## config.mk

```make
export PLATFORM = sky130hd
export DESIGN_NAME = fp_flag_retire_fifo
export DESIGN_NICKNAME = d
export VERILOG_FILES = /design/src/rtl/fp_flag_retire_fifo.sv
export SDC_FILE = /design/constraint.sdc
export NUM_CORES = 1
export LEC_CHECK = 0
export BUFFER_PORTS_ARGS = -buffer_cell sky130_fd_sc_hd__buf_2
export CAP_MARGIN = 40
export CORE_ASPECT_RATIO = 0.7
export CORE_MARGIN = 4
export CORE_UTILIZATION = 55
export CTS_CLUSTER_SIZE = 28
export DETAILED_ROUTE_END_ITERATION = 16
export HOLD_SLACK_MARGIN = 0.05
export PLACE_DENSITY = 0.75
export SLEW_MARGIN = 20
export SYNTH_ARGS = -nofsm -noshare
export SYNTH_HDL_FRONTEND = slang
export SYNTH_SLANG_ARGS = --single-unit
```

## constraint.sdc

```tcl
create_clock -name clk -period 2.7 [get_ports clk]
set_input_delay 0.135 -clock clk [delete_from_list [all_inputs] [get_ports clk]]
set_output_delay 0.135 -clock clk [all_outputs]
set_load 0.1 [all_outputs]
```

## src/rtl/fp_flag_retire_fifo.sv

```systemverilog
// In-order retire buffer behind the fp32 divider: a first-word-fall-through FIFO of
// {result, exception flags} with a sticky fflags register fed by retiring entries.
module fp_flag_retire_fifo #(
  parameter int DEPTH = 4
) (
  input  logic                         clk,
  input  logic                         rst,
  input  logic                         in_valid,
  output logic                         in_ready,
  input  logic [31:0]                  in_y,
  input  logic [4:0]                   in_flags,
  output logic                         out_valid,
  input  logic                         out_ready,
  output logic [31:0]                  out_y,
  output logic [4:0]                   out_flags,
  output logic [4:0]                   fflags,
  input  logic                         fflags_wr,
  input  logic [4:0]                   fflags_wdata,
  input  logic                         fflags_clr,
  output logic [$clog2(DEPTH+1)-1:0]   count
);

  localparam int PW = $clog2(DEPTH);
  localparam int CW = $clog2(DEPTH + 1);

  typedef struct packed {
    logic [31:0] y;
    logic [4:0]  flags;
  } entry_t;

  entry_t          mem_q [DEPTH];
  logic [PW-1:0]   wr_ptr_q, wr_ptr_d;
  logic [PW-1:0]   rd_ptr_q, rd_ptr_d;
  logic [CW-1:0]   count_q,  count_d;
  logic [4:0]      fflags_q, fflags_d;

  logic            push, pop;
  logic [4:0]      popped_flags;
  entry_t          head;

  // in_ready deliberately ignores out_ready: a full buffer never accepts,
  // even when the head retires on the same edge.
  assign in_ready  = (count_q < CW'(DEPTH)) && !rst;
  assign out_valid = (count_q != '0);
  assign head      = mem_q[rd_ptr_q];
  assign out_y     = out_valid ? head.y     : '0;
  assign out_flags = out_valid ? head.flags : '0;
  assign fflags    = fflags_q;
  assign count     = count_q;

  assign push = in_valid && in_ready;
  assign pop  = out_valid && out_ready;

  always_comb begin
    // NOTE: every variable gets a default before any branch so no latch is inferred.
    wr_ptr_d     = wr_ptr_q;
    rd_ptr_d     = rd_ptr_q;
    count_d      = count_q;
    popped_flags = '0;

    if (push) wr_ptr_d = wr_ptr_q + PW'(1);
    if (pop) begin
      rd_ptr_d     = rd_ptr_q + PW'(1);
      popped_flags = head.flags;
    end

    unique case ({push, pop})
      2'b10:   count_d = count_q + CW'(1);
      2'b01:   count_d = count_q - CW'(1);
      default: count_d = count_q;
    endcase

    // Software write beats clear; a retiring entry's flags are never lost.
    if (fflags_wr)       fflags_d = fflags_wdata | popped_flags;
    else if (fflags_clr) fflags_d = popped_flags;
    else                 fflags_d = fflags_q | popped_flags;
  end

  // NOTE: sequential state uses non-blocking assignments so every register samples
  // the pre-edge values regardless of process ordering.
  always_ff @(posedge clk or posedge rst) begin
    if (rst) begin
      wr_ptr_q <= '0;
      rd_ptr_q <= '0;
      count_q  <= '0;
      fflags_q <= '0;
    end else begin
      wr_ptr_q <= wr_ptr_d;
      rd_ptr_q <= rd_ptr_d;
      count_q  <= count_d;
      fflags_q <= fflags_d;
    end
  end

  // NOTE: storage has no reset; validity comes solely from count_q, so stale
  // contents are never observable and the array maps onto plain RAM/flops.
  always_ff @(posedge clk) begin
    if (push) mem_q[wr_ptr_q] <= '{y: in_y, flags: in_flags};
  end

endmodule

```

## Word level (Yosys, flattened, before mapping)

Memories as Yosys holds them, arrays and structs flattened.
Index checks and enable logic that the tools add are counted.

- Latch bits: 0
- RAM bits: 148
- Word-level logic and storage cells: 28
- Memories kept: 1
- Input bits: 48
- Flip-flop bits (word level): 12
- Memory bits (read-only): 0

- Magnitude comparators: 1
- Shift operators: 0
- Reduce and logical (&&, ||, !) cells: 6
- Add/sub/neg operators: 4
- Bitwise logic cells: 2
- Multiply operators: 0
- Divide/modulo/power cells: 0
- Equality and inequality tests: 2
- Multiplexer cells: 8

Memory list:

| name | depth | width | rd ports | clocked after memory_dff | wr ports | line | text |
|---|---|---|---|---|---|---|---|
| mem_q | 4 | 37 | 1 | 0 | 1 | 31 | `entry_t mem_q [DEPTH];` |

Operators by type and width:

| kind | count |
|---|---|
| $mux W32 | 1 |
| $mux W5 | 4 |
| $or A5 B5 Y5 | 2 |
| $pmux W3 S2 | 1 |
| $add A2 B1 Y2 const B | 2 |
| $add A3 B1 Y3 const B | 1 |
| $logic_and A1 B1 Y1 | 3 |
| $lt A3 B3 Y1 const B | 1 |
| $reduce_bool A3 Y1 | 1 |
| $sub A3 B1 Y3 const B | 1 |
| $eq A2 B1 Y1 const B | 1 |
| $eq A2 B2 Y1 const B | 1 |
| $mux W1 | 2 |
| $reduce_bool A2 Y1 | 1 |
| $logic_not A1 Y1 | 1 |

## Depth between registers and ports, before layout

Gate-level depths: netlist (run 1).

- Word-level depth: 6
- Gate-level depth with buffers: 9
- Gate-level depth less buffers: 9

## Worst setup path after synthesis (run 1)

No wires, ideal clock.

- Kind: reg-to-reg
- Start point: register count_q[2] (netlist: count[2])
- End point: memory mem_q[0][0] (netlist name) (enable)
- Data required time: 2302 ps
- Arrival: 3407 ps
- Path buffers: 0
- Path slack: -1105 ps
- Library setup time: 398 ps
- Stages on the path, launching flop included: 3
- Cells stage by stage: dfrtp_1 nor2_1 and3_1

- Longest elaborated chain between the ends: 5

RTL lines:

| element | line | text |
|---|---|---|
| start, declared | 34 | `logic [CW-1:0] count_q, count_d;` |
| start signal, assigned | 90 | `count_q <= count_d;` |
| $lt A3 B3 Y1 | 43 | `assign in_ready = (count_q < CW'(DEPTH)) && !rst;` |
| $logic_and A1 B1 Y1 | 43 |  |
| via in_ready | 9 | `output logic in_ready,` |
| $logic_and A1 B1 Y1 | 51 | `assign push = in_valid && in_ready;` |
| $mux W1 | 98 | `if (push) mem_q[wr_ptr_q] <= '{y: in_y, flags: in_flags};` |
| $mux W1 (not written as such) | 98 |  |
| end, declared | 31 |  |

The timed path passes the listed nets, and every way through them passes these cells.

## Worst setup path in the final report (run 1)

- Start point: register rd_ptr_q[0]
- End point: output out_flags[1]

- Longest elaborated chain between the ends: 2

RTL lines:

| element | line | text |
|---|---|---|
| start, declared | 33 | `logic [PW-1:0] rd_ptr_q, rd_ptr_d;` |
| start signal, assigned | 89 | `rd_ptr_q <= rd_ptr_d;` |
| $mem_v2 Z4 W37 | n/a |  |
| $mux W5 | 47 | `assign out_flags = out_valid ? head.flags : '0;` |
| end, declared | 15 | `output logic [4:0] out_flags,` |

No other way between the ends.

==> run_results.csv, run 1 <==
group,metric,value,unit
synth,syn_area_per_cell,21.2,um^2
floorplanning,die_y,96.9,um
timing,slew_viol_final,0,
drt,wl_per_cell,19.8,um
floorplanning,die-area,13100,um^2
clock_network,numCtsBuffers,17,
layout,syn2layout_area_growth,27.9,%
grt,grt_usage,19.9,%
synth,netlist_top_cells_count,"148 x edfxtp_1, 38 x and2_1, 37 x mux4_2",
synth,yosysTopAreaCell,"edfxtp_1",
synth,synthArstFlopShare,7.50,%
critical_path,crit_path_end_kind,"output port",
clock_network,clk_path_buf_depth,2,
drt,detail_route.iter0.violations,274,
synth,dominantRegCellSynth,"edfxtp_1",
layout,utilization,72.1,%
critical_path,rrSetupSlack,530,ps
layout,multi_input_area,1390,um^2
clock_network,cts_tree,"built",
synth,syn_nets,347,
critical_path,startpoint_type,"register",
critical_path,reg2regPathDepth,5,
synth,synth-seq-cells,160,
layout,drive_above_1_share,40.0,%
synth,synth_top_area_share,71.6,%
synth,synth-edff-count,148,
critical_path,r2r-end,"fflags[1]",
place,gp_congestion,0.696,
clock_network,cts_setup_buffers,0,
grt,grt_pass1_wl,19.4,mm
timing,worst_pin_slew,592,ps
critical_path,crit_family,"buffers and inverters",
layout,diodes,0,
grt,grt_antenna_before_repair,0,
timing,slew_headroom,60.5,%
timing,clock_skew,16.3,ps
timing,fmax,418,MHz
critical_path,reg2reg_from,"rd_ptr_q[0]",
floorplanning,dieWidth,135,um
timing,hold_viol,0,
drt,via_count,3262,
drt,wl,12.1,mm
critical_path,slowest_stage,"mux4_2",
critical_path,crit_buf_inv,2,
clock_network,post_cts_resized,0,
critical_path,crit_path_cell_trace,"buf_4 -> mux4_2 -> and2_2 -> buf_2",
layout,finalNetCount,503,
place,dpl.hpwl,7.54,mm
clock_network,htreeDepth,4,
critical_path,startpoint,"rd_ptr_q[0]",
clock_network,clkLatencyLatePin,420,ps
layout,stdcell_count,615,
timing,finalSetupTns,0,ps
synth,yosys_warnings,0,
floorplanning,io_pins,95,
clock_network,clockRootBuffer,"clkbuf_16",
critical_path,crit_arrival,2260,ps
floorplanning,core_area,11000,um^2
drt,dr.pass1.iters,6,
worst_hold_path,min_to,"fflags[3]",
layout,register_area,4750,um^2
synth,yosysUniqueCellTypes,23,
synth,yosysSeqAreaShare,76.4,%
floorplanning,start_util,56.4,%
critical_path,cp_max_fo,21,
timing,finalCritPeriodShare,88.7,%
run,drv_cap,0,
floorplanning,rows,32,
drt,drtAntennaViolNets,0,
critical_path,cp_data_required_time,2570,ps
layout,postLayoutCellArea,7940,um^2
synth,synth_most_common_cell,"edfxtp_1",
worst_hold_path,hp-class,"input port to register",
clock_network,clock_sinks,160,
worst_hold_path,min_from,"out_ready",
grt,grt-ovfl-total,0,
timing,min_period,2390,ps
critical_path,max_stage_delay,580,ps
worst_hold_path,hold_depth,3,
layout,fill_cells,670,
timing,final-setup-viol-count,0,
place,io_buffers,94,
place,place_area,6940,um^2
critical_path,path_class,"register to output port",
drt,via_per_inst,5.30,
grt,grt_max_degree,44,
grt,grt_pass1_vias,3544,
drt,drc,0,
place,dp_cells,538,
clock_network,clkTransAtPathRegs,60,ps
timing,rsz0062_at_grt,"false",
status,status,"finished, final reports clean",
synth,synth_top_cells_by_area,"edfxtp_1 72%, mux4_2 13%, dfrtp_1 4.8%, and2_1 3.8%, ha_1 1.0%",
synth,syn_inst,293,
synth,syn_area,6210,um^2
==> routing by layer <==
layer  vias to the layer above  part of all wire (%)  global-route usage (%)
li1                       1483                     -                       -
met4                         0                  0.74                    6.58
met3                         8                   5.8                    5.98
met1                      1668                    44                    27.5
met2                       103                    49                    30.7
met5                         -                     0                       0
==> worst min-delay path, delay by kind of cell <==
family | cells | cell delay [ps]
buffers and inverters | 1 | 150
AND/OR/NAND/NOR | 2 | 150
==> layout make-up <==
class	count	share of cell area [%]
sequential	160	59.8
clock buffer	22	5.72
multi-input combinational	113	17.4
inverter	7	0.331
tap	153	2.41
clock inverter	10	1.12
timing repair buffer	150	13.1
==> registers in the layout, summed over array words and instances, names as in the netlist <==
signal    cells
fflags        5
wr_ptr_q      2
mem_q       148
count         3
rd_ptr_q      2
==> stage by stage <==
step,hold WS (ps),setup slack (ps)
floorplan,-0.369,70.6
global placement,196,770
detailed placement,217,742
CTS,58.0,281
global route,78.0,199
finish,63.7,306
==> worst max-delay path by stage <==
stage / to / cells after the start / slack, ps
floorplan: out_flags[0] / 4 / 70
global placement: out_flags[3] / 4 / 770
detailed placement: out_y[1] / 4 / 740
CTS: out_y[1] / 4 / 280
global route: out_y[1] / 4 / 200
finish: out_flags[1] / 4 / 310
==> cells in the final DEF, fill, tap and decap left out <==
cell type,instances
a221o_1,1
a22oi_1,4
and2_1,33
and2_2,5
and2_4,1
and3_2,4
buf_12,3
buf_2,93
buf_4,9
bufinv_16,1
clkbuf_1,4
clkbuf_16,17
clkbuf_8,1
clkinv_2,4
clkinv_4,1
clkinvlp_4,4
dfrtp_1,9
dfrtp_2,3
dlygate4sd3_1,45
edfxtp_1,148
fa_1,1
ha_1,5
inv_1,7
mux2_2,1
mux2i_1,1
mux4_2,37
nand2_1,4
nand3_1,5
nor2_1,2
nor2_4,1
nor3b_1,1
or3_1,1
xnor2_1,3
xor2_1,3
==> what timing repair did <==
item / CTS / global route
hold endpoints to repair: 165 / 0
hold buffers: 45 / 0
endpoints found under the setup margin: 0 / 0
==> cell families after synthesis <==
family                   after synthesis  synth area share [%]
AO/OA/AOI/OAI                          5                 0.645
XOR/XNOR                               6                 0.847
adder cells (fa/ha/maj)                6                  1.33
buffers and inverters                 20                  1.55
flip-flops                           160                  76.4
multiplexers                          39                  13.8
AND/OR/NAND/NOR                       57                  5.42
Power of run 1 is left out: the tool's default activity adds up to more than one toggle a clock period on the data nets, which glitch-free logic cannot reach.
==> run 2, diff against run 1 <==
--- a/config.mk
+++ b/config.mk
@@ -5,6 +5,7 @@
 export SDC_FILE = /design/constraint.sdc
 export NUM_CORES = 1
 export LEC_CHECK = 0
+export ABC_AREA = 1
 export BUFFER_PORTS_ARGS = -buffer_cell sky130_fd_sc_hd__buf_2
 export CAP_MARGIN = 40
 export CORE_ASPECT_RATIO = 0.7
@@ -13,7 +14,7 @@
 export CTS_CLUSTER_SIZE = 28
 export DETAILED_ROUTE_END_ITERATION = 16
 export HOLD_SLACK_MARGIN = 0.05
-export PLACE_DENSITY = 0.75
+export PLACE_DENSITY = 0.74
 export SLEW_MARGIN = 20
 export SYNTH_ARGS = -nofsm -noshare
 export SYNTH_HDL_FRONTEND = slang
==> run_results.csv, run 2 <==
group,metric,value,unit
status,status,"finished, final reports clean",
clock_network,post_cts_resized,0,
grt,grt_usage,22.6,%
drt,drtAntennaViolNets,0,
place,dp_cells,855,
clock_network,numCtsBuffers,17,
critical_path,rrSetupSlack,650,ps
synth,yosys_warnings,0,
drt,drc,0,
layout,largest_reg_flops,148,
clock_network,clk_path_buf_depth,2,
timing,worst_pin_slew,835,ps
layout,diodes,0,
critical_path,path_class,"register to output port",
floorplanning,rows,33,
timing,slew_viol_final,0,
synth,netlist_top_cells_count,"229 x nand2_1, 148 x edfxtp_1, 83 x inv_1",
drt,detail_route.iter0.violations,305,
synth,synth_most_common_cell,"nand2_1",
drt,wl,15.2,mm
worst_hold_path,hold_depth,4,
synth,syn_nets,673,
synth,syn_area,6700,um^2
critical_path,reg2reg_from,"count[2]",
layout,drive_above_1_share,24.2,%
layout,mostFrequentLayoutCell,"nand2_1",
floorplanning,dieWidth,140,um
timing,min_period,2350,ps
run,drv_cap,0,
critical_path,reg2regPathDepth,9,
clock_network,clkLatencyLatePin,420,ps
clock_network,clock_sinks,160,
layout,finalNetCount,814,
synth,syn_area_per_cell,10.8,um^2
floorplanning,io_pins,95,
critical_path,startpoint_type,"register",
worst_hold_path,min_from,"fflags_clr",
synth,synth_top_cells_by_area,"edfxtp_1 66%, nand2_1 13%, inv_1 4.6%, dfrtp_1 4.5%, nand3_1 3.6%",
clock_network,htreeDepth,4,
timing,hold_viol,0,
critical_path,cp_max_fo,75,
floorplanning,start_util,56.8,%
synth,yosysSeqAreaShare,70.8,%
grt,grt_antenna_before_repair,0,
critical_path,cp_data_required_time,2570,ps
floorplanning,die_y,100,um
synth,yosysTopAreaCell,"edfxtp_1",
layout,top_register,"mem_q",
floorplanning,die-area,14000,um^2
layout,syn2layout_area_growth,40.0,%
drt,via_per_inst,5.15,
grt,grt_pass1_wl,24.6,mm
drt,via_count,4787,
timing,slew_headroom,44.3,%
synth,synth_top_area_share,66.3,%
timing,final-setup-viol-count,0,
synth,dominantRegCellSynth,"edfxtp_1",
place,gp_congestion,0.769,
synth,yosysUniqueCellTypes,18,
timing,clock_skew,8.06,ps
critical_path,crit_arrival,2210,ps
timing,rsz0062_at_grt,"false",
clock_network,clkTransAtPathRegs,60,ps
grt,grt_max_degree,76,
clock_network,clockRootBuffer,"clkbuf_16",
place,dpl.hpwl,9.07,mm
layout,final_cell_mix,"227 x nand2_1, 148 x edfxtp_1, 83 x inv_1",
synth,synthArstFlopShare,7.50,%
timing,fmax,426,MHz
worst_hold_path,hp-class,"input port to register",
synth,synth-edff-count,148,
place,io_buffers,94,
synth,synth-seq-cells,160,
critical_path,r2r-end,"count[2]",
grt,grt-ovfl-total,0,
drt,wl_per_cell,16.4,um
critical_path,crit_path_end_kind,"output port",
timing,finalCritPeriodShare,86.9,%
clock_network,cts_tree,"built",
critical_path,startpoint,"rd_ptr_q[0]",
timing,finalSetupTns,0,ps
synth,syn_inst,619,
drt,dr.pass1.iters,5,
floorplanning,core_area,11800,um^2
worst_hold_path,min_to,"fflags[0]",
grt,grt_pass1_vias,4993,
layout,stdcell_count,930,
run 2: cell types whose count changed in the layout (fill, tap and decap cells not counted), moves of 33 or more:
| cell | change |
|---|---|
| inv_1 | +76 |
| and2_1 | -33 |
| nand2_1 | +223 |
| nand3_1 | +43 |
| buf_2 | -36 |
| mux4_2 | -37 |
| buf_12 | +41 |
run 2: metal layers:
layer,vias up,GRT usage [%],part of all wire (%)
li1,2295,-,-
met1,2311,28.4,40
met2,159,39.4,52
met3,22,4.86,6.2
met4,0,7.97,1.4
met5,-,0,0
run 2: final cells by class:
class	instances	area [um^2]
clock buffers	19	433
clock inverters	13	164
fillers	703	2420
inverters	87	328
multi-input cells	346	1890
flip-flops and latches	160	4750
well taps	157	196
repair buffers	148	1630
run 2: how the worst max path moves through the flow:
stage	end	slack [ps]	cells past startpoint
floorplan	mem_q[0][0]	130	3
CTS	out_y[24]	360	6
global placement	count[2]	780	8
finish	out_y[24]	350	6
global route	out_y[25]	220	6
detailed placement	count[2]	610	8
run 2: logic make-up after synthesis:
logic type | after synthesis | share of synthesized area (%)
AO/OA/AOI/OAI | 46 | 3.43
XOR/XNOR | 5 | 0.653
adder cells (fa/ha/maj) | 6 | 1.23
buffers and inverters | 113 | 6.83
flip-flops | 160 | 70.8
AND/OR/NAND/NOR | 289 | 17.1
run 2: per-stage QoR:
stage,utilization (%),cell area [um^2],worst slack (ps),hold WS [ps]
3_3_place_gp,70.8,8360,780,200
2_1_floorplan,-,7100,134,-0.504
6_report,79.5,9390,354,82.8
5_1_grt,79.5,9390,217,104
3_5_place_dp,70.8,8360,613,214
4_1_cts,79.5,9390,364,63.4
run 2: what timing repair did:
action / in CTS / in global routing
hold buffers: 43 / 0
endpoints found under the hold margin: 165 / 0
buffers inserted: 0 / 0
setup endpoints to repair: 0 / 0
run 2: critical path, stage by stage, from the launching register on:
cell     delay, ps
dfrtp_2        360
buf_4          650
nand2_1        110
nand2_1        110
nand2_1         90
a21oi_4        240
buf_12         210
Power of run 2 is left out for the same reason.
